## src/rtl/pulse_stretcher_mc_if.sv

```systemverilog
// Bus bundle for pulse_stretcher_mc; the optional hold_len field exists only when MONO_HOLDOFF_EN is defined.
// There is no valid/ready handshake. Every input is sampled on each rising clk32 edge, and every output updates one edge later.
interface pulse_stretcher_mc_if #(
  parameter int NCH = 4,
  parameter int CW  = 8
);
  logic           en;
  logic           edge_mode;
  logic           retrig;
  logic [CW-1:0]  len;
`ifdef MONO_HOLDOFF_EN
  logic [CW-1:0]  hold_len;
`endif
  logic [NCH-1:0] din;
  logic           miss_clr;
  logic [NCH-1:0] dout;
  logic           busy;
  logic [NCH-1:0] miss;
  logic [2*NCH-1:0] dbg_state;

`ifdef MONO_HOLDOFF_EN
  modport master (output en, edge_mode, retrig, len, hold_len, din, miss_clr,
                  input dout, busy, miss, dbg_state);
  modport slave  (input en, edge_mode, retrig, len, hold_len, din, miss_clr,
                  output dout, busy, miss, dbg_state);
`else
  modport master (output en, edge_mode, retrig, len, din, miss_clr,
                  input dout, busy, miss, dbg_state);
  modport slave  (input en, edge_mode, retrig, len, din, miss_clr,
                  output dout, busy, miss, dbg_state);
`endif
endinterface

```

## src/rtl/pulse_stretcher_mc.sv

```systemverilog
// Multi-channel monostable pulse stretcher; define MONO_HOLDOFF_EN to add a per-channel hold-off (HOLD) phase.
// dbg_state exposes each channel's 2-bit FSM state at bits [2*i+1:2*i].
module pulse_stretcher_mc #(
  parameter int NCH = 4,
  parameter int CW  = 8
) (
  input  logic clk32,
  input  logic rst,
  pulse_stretcher_mc_if.slave bus
);
  typedef enum logic [1:0] {
    S_IDLE   = 2'd0,
    S_ACTIVE = 2'd1
`ifdef MONO_HOLDOFF_EN
    , S_HOLD = 2'd2
`endif
  } state_t;

  localparam logic [CW-1:0] ONE = {{(CW-1){1'b0}}, 1'b1};

  state_t         st_q   [NCH];
  state_t         st_d   [NCH];
  logic [CW-1:0]  cnt_q  [NCH];
  logic [CW-1:0]  cnt_d  [NCH];
  logic [NCH-1:0] din_d;
  logic           primed;
  logic [NCH-1:0] trig;
  logic [NCH-1:0] miss_set;
  logic [NCH-1:0] dout_d;
  logic [NCH-1:0] dout_q;
  logic [NCH-1:0] miss_q;
  logic           busy_d;
  logic           busy_q;
  logic [CW-1:0]  len_m1;
  logic [2*NCH-1:0] dbg;

  // Edge detection stays off until din_d has captured a real sample after reset.
  // This stops a level already high at reset release from looking like a rising edge.
  assign trig   = bus.edge_mode ? (bus.din & ~din_d & {NCH{primed}}) : bus.din;
  assign len_m1 = (bus.len == '0) ? '0 : (bus.len - ONE);

  always_comb begin
    dout_d   = '0;
    busy_d   = 1'b0;
    miss_set = '0;
    for (int i = 0; i < NCH; i++) begin
      st_d[i]  = st_q[i];
      cnt_d[i] = cnt_q[i];
      if (!bus.en) begin
        st_d[i]  = S_IDLE;
        cnt_d[i] = '0;
      end else begin
        case (st_q[i])
          S_IDLE: begin
            if (trig[i]) begin
              st_d[i]  = S_ACTIVE;
              cnt_d[i] = len_m1;
            end
          end
          S_ACTIVE: begin
            if (trig[i] && bus.retrig) begin
              cnt_d[i] = len_m1;
            end else begin
              miss_set[i] = trig[i];
              if (cnt_q[i] == '0) begin
                st_d[i] = S_IDLE;
`ifdef MONO_HOLDOFF_EN
                if (bus.hold_len != '0) begin
                  st_d[i]  = S_HOLD;
                  cnt_d[i] = bus.hold_len - ONE;
                end
`endif
              end else begin
                cnt_d[i] = cnt_q[i] - ONE;
              end
            end
          end
`ifdef MONO_HOLDOFF_EN
          S_HOLD: begin
            miss_set[i] = trig[i];
            if (cnt_q[i] == '0) st_d[i] = S_IDLE;
            else                cnt_d[i] = cnt_q[i] - ONE;
          end
`endif
          default: begin
            st_d[i]  = S_IDLE;
            cnt_d[i] = '0;
          end
        endcase
      end
      dout_d[i] = (st_d[i] == S_ACTIVE);
      if (st_d[i] != S_IDLE) busy_d = 1'b1;
    end
  end

  always_ff @(posedge clk32 or posedge rst) begin
    if (rst) begin
      for (int i = 0; i < NCH; i++) begin
        st_q[i]  <= S_IDLE;
        cnt_q[i] <= '0;
      end
      din_d  <= '0;
      primed <= 1'b0;
      dout_q <= '0;
      busy_q <= 1'b0;
      miss_q <= '0;
    end else begin
      for (int i = 0; i < NCH; i++) begin
        st_q[i]  <= st_d[i];
        cnt_q[i] <= cnt_d[i];
      end
      din_d  <= bus.din;
      primed <= 1'b1;
      dout_q <= dout_d;
      busy_q <= busy_d;
      // A set arriving together with miss_clr takes priority over the clear.
      miss_q <= (miss_q & ~{NCH{bus.miss_clr}}) | miss_set;
    end
  end

  always_comb begin
    dbg = '0;
    for (int i = 0; i < NCH; i++) dbg[2*i +: 2] = st_q[i];
  end

  assign bus.dout      = dout_q;
  assign bus.busy      = busy_q;
  assign bus.miss      = miss_q;
  assign bus.dbg_state = dbg;
endmodule
```

## src/flat_wrapper.sv

```systemverilog
// flat-port wrapper written by rule: the top's interface ports become plain ports
module pulse_stretcher_mc_flat 
#(
  parameter int NCH = 4,
  parameter int CW  = 8
)
  (clk32, rst, bus_en, bus_edge_mode, bus_retrig, bus_len, bus_din, bus_miss_clr, bus_dout, bus_busy, bus_miss, bus_dbg_state);
  pulse_stretcher_mc_if #(.NCH(NCH), .CW(CW)) bus_i ();
  input  logic clk32;
  input  logic rst;
  input wire logic [$bits(bus_i.en)-1:0] bus_en;
  input wire logic [$bits(bus_i.edge_mode)-1:0] bus_edge_mode;
  input wire logic [$bits(bus_i.retrig)-1:0] bus_retrig;
  input wire logic [$bits(bus_i.len)-1:0] bus_len;
  input wire logic [$bits(bus_i.din)-1:0] bus_din;
  input wire logic [$bits(bus_i.miss_clr)-1:0] bus_miss_clr;
  output wire logic [$bits(bus_i.dout)-1:0] bus_dout;
  output wire logic [$bits(bus_i.busy)-1:0] bus_busy;
  output wire logic [$bits(bus_i.miss)-1:0] bus_miss;
  output wire logic [$bits(bus_i.dbg_state)-1:0] bus_dbg_state;
  assign bus_i.en = bus_en;
  assign bus_i.edge_mode = bus_edge_mode;
  assign bus_i.retrig = bus_retrig;
  assign bus_i.len = bus_len;
  assign bus_i.din = bus_din;
  assign bus_i.miss_clr = bus_miss_clr;
  assign bus_dout = bus_i.dout;
  assign bus_busy = bus_i.busy;
  assign bus_miss = bus_i.miss;
  assign bus_dbg_state = bus_i.dbg_state;
  pulse_stretcher_mc #(.NCH(NCH), .CW(CW)) u_core (.clk32(clk32), .rst(rst), .bus(bus_i));
endmodule
```

## config.mk

```make
export PLATFORM = sky130hd
export DESIGN_NAME = pulse_stretcher_mc_flat
export DESIGN_NICKNAME = d
export VERILOG_FILES = /design/src/rtl/pulse_stretcher_mc_if.sv /design/src/rtl/pulse_stretcher_mc.sv /design/src/flat_wrapper.sv
export SDC_FILE = /design/constraint.sdc
export NUM_CORES = 1
export LEC_CHECK = 0
export ABC_AREA = 0
export BUFFER_PORTS_ARGS = -buffer_cell sky130_fd_sc_hd__buf_2
export CORE_ASPECT_RATIO = 1.75
export CORE_UTILIZATION = 60
export CTS_CLUSTER_SIZE = 8
export DETAILED_ROUTE_END_ITERATION = 6
export PLACE_DENSITY = 0.81
export SLEW_MARGIN = 20
export SYNTH_ARGS = -nofsm -noshare
export SYNTH_HDL_FRONTEND = slang
export SYNTH_SLANG_ARGS = --single-unit
```

## constraint.sdc

```tcl
create_clock -name clk32 -period 5.2 [get_ports clk32]
set_input_delay 0.78 -clock clk32 [delete_from_list [all_inputs] [get_ports clk32]]
set_output_delay 0.78 -clock clk32 [all_outputs]
set_load 0.05 [all_outputs]
```

==> impl_metrics.toml <==
[synth]
synth.top_cell.area_share = 0.4240
synth.avg_cell_area_um2 = 9.716
yosysMostFrequentCell = "dfrtp_1"
synth_cell_type_count = 52
synthFlopType = "dfrtp_1"
synth.yosys.warnings = 0
ys_ff_latch = 54
yosysSeqAreaShare = 0.4240
synth_edf_count = 0
synthCells = 328
synthTopCellsByArea = "dfrtp_1, mux2i_1, a22o_1"
async_reset_ff_frac = 1.000
yosysTopAreaCell = "dfrtp_1"
syn_area_um2 = 3187
synth_common_cells = "dfrtp_1, nor2_1, nand2_1"

[power_and_ir_drop]
switchingPower_uw = 299.0
pwr-share-comb = 0.231
switching_share = 0.3080
p_leak_uw = 0.001692
p_per_area_nw_per_um2 = 275.8
p_int_uw = 671.7
max-vdd-ir-drop_uv = 233.3
pwr-share-seq = 0.477
clkPwrFrac = 0.293

[clock_tree]
cts_root_buffer = "clkbuf_8"
h-tree-depth = 2
path_clk_slew_ns = 0.10
clock_latency_ns = 0.31
postCtsSetupBuffers = 0
cts_buffers = 5
cts_sinks = 54
cts_resized = 0
cts_hold_buf = 0
clockBufferDepth = 2
cts_tree = "done"

[timing]
setup-tns-final_ns = 0
timing.final.crit_share = 0.5297
finalSetupViolations = 0
tightest_slew_ns = 0.7960
max_slew_margin = 0.4693
fmax_ghz = 0.3631
rsz0062_at_grt = "false"
min_period_ns = 2.754
slew_violations = 0
finalHoldViolations = 0
worst_clock_skew_ns = 0.009071

[worst_hold_path]
min_path_type = "flip-flop to flip-flop"
worstHoldPathCells = 1

[placed_design]
dpl.cell_count = 411
hpwl_mm = 5.488
gp_congestion = 0.9065
numPortBuffers = 34
placed_area_um2 = 3401

[finish]
fin_area_um2 = 3520
drive_gt1_frac = 0.1612
nFillCells = 390
syn2layout_area_growth_pct = 10.44
fin_cells = 420
antenna_cells = 0
final_util = 0.7011
nNetsFinal = 392

[routing]
totalWireLength_mm = 7.642
vias_per_cell = 6.450
drt_iter0_drc = 99
ant_nets = 0
drc = 6
dr.pass1.iters = 7
wl_per_cell_um = 18.20
via_count = 2709

[job]
maxCapViolations = 0

[run_status]
status = "finished, violations left"
violations = "DRC"

[floorplanning]
initial_core_util = 0.6348
core-area_um2 = 5020
die_y_um = 98.41
core.rowCount = 34
dieArea_um2 = 5618
ios = 35
fp.dieW_um = 57.09

[setup_path]
r2r_cells = 5
crit_path_end_kind = "flip-flop"
critPathRequiredTime_ns = 5.39
arrival_ns = 2.94
path_class = "flip-flop to flip-flop"
start_kind = "flip-flop"
worstPathMaxFanout = 9
rrSetupSlack_ns = 2.45

[grt]
grt_pass1_wl_mm = 12.78
grt_pass1_vias = 2691
use_met3 = 0.03806
overflow = 0
globalRouteMet2Util = 0.5231
met1_usage = 0.3409
grt_usage = 0.2962
grt_max_degree = 55
antenna_found_initial = 0
busiest_layer = "met2"
registers in the layout (all words and copies together) (netlist names):
signal,count
u_core.cnt_q,32
u_core.bus.dbg_state,8
u_core.bus.dout,4
u_core.bus.miss,4
u_core.din_d,4
u_core.bus.busy,1
u_core.primed,1
layer usage:
| metal | part of all wire | up-vias | routed length [um] |
|---|---|---|---|
| li1 | - | 1271 | - |
| met1 | 0.40 | 1335 | 3040 |
| met2 | 0.53 | 77 | 4029 |
| met3 | 0.033 | 26 | 252 |
| met4 | 0.042 | 0 | 319 |
| met5 | 0 | - | 0 |
placed cells by master, fill, tap and decap left out, types with 6 or more instances in the layout:
cell / count
o21ai_0: 11
nand2_1: 23
nand2b_1: 12
nor3_1: 7
nor2_1: 25
a21oi_1: 11
ha_1: 9
dfrtp_1: 54
xor2_1: 7
xnor2_1: 7
nand3_1: 7
o22ai_1: 11
a22o_1: 15
mux2i_1: 15
buf_2: 34
nor2b_1: 6
inv_1: 21
a32o_1: 8
kinds of logic after synthesis:
family / Yosys count / synth area share
buf+inv: 31 / 0.03926
simple gates: 108 / 0.1849
flops: 54 / 0.4240
fa+ha+maj: 9 / 0.03534
other cells: 2 / 0.002357
compound gates: 91 / 0.2144
mux: 19 / 0.06125
xor+xnor: 14 / 0.03848
worst max-delay path: stages, from the launching register on:
cell and delay (ns):
dfrtp_1 0.44, nor4_2 0.40, nand3_1 0.12, a221oi_1 0.73, nor2_1 0.35, or4_4 0.59
stage by stage:
| step | hold slack, ns | total power, uW | worst slack [ns] |
|---|---|---|---|
| after floorplan | 0.4938 | 635.2 | 2.947 |
| after global placement | 0.5136 | 686.3 | 2.025 |
| after detailed placement | 0.5161 | 690.8 | 1.994 |
| after CTS | 0.5390 | 974.2 | 2.135 |
| after global routing | 0.5688 | 1015 | 2.325 |
| final | 0.5371 | 970.7 | 2.446 |
power groups by stage:
stage	clock (uW)	sequential, uW	combinational, uW
global placement	0	469	217
global route	301	466	248
finish	284	463	224
CTS	289	462	223
floorplan	0	485	150
detailed placement	0	470	221
layout make-up:
cell class	instances	area, um2	area share
multi-input combinational	246	1722	0.4892
sequential	54	1351	0.3839
timing repair buffer	36	182.7	0.05190
inverter	22	82.58	0.02346
clock buffer	5	68.82	0.01955
tap	54	67.56	0.01920
clock inverter	3	45.04	0.01280
worst paths after layout:
check / start / end
worst max-delay path: u_core.cnt_q[18] / u_core.bus.busy
worst min-delay path: u_core.cnt_q[15] / u_core.cnt_q[15]
worst max register to register: u_core.cnt_q[18] / u_core.bus.busy
worst min register to register: u_core.cnt_q[15] / u_core.cnt_q[15]
max in group asynchronous: rst / u_core.cnt_q[14]
min in group asynchronous: rst / u_core.cnt_q[6]
Power figures use the tool's default switching activity.
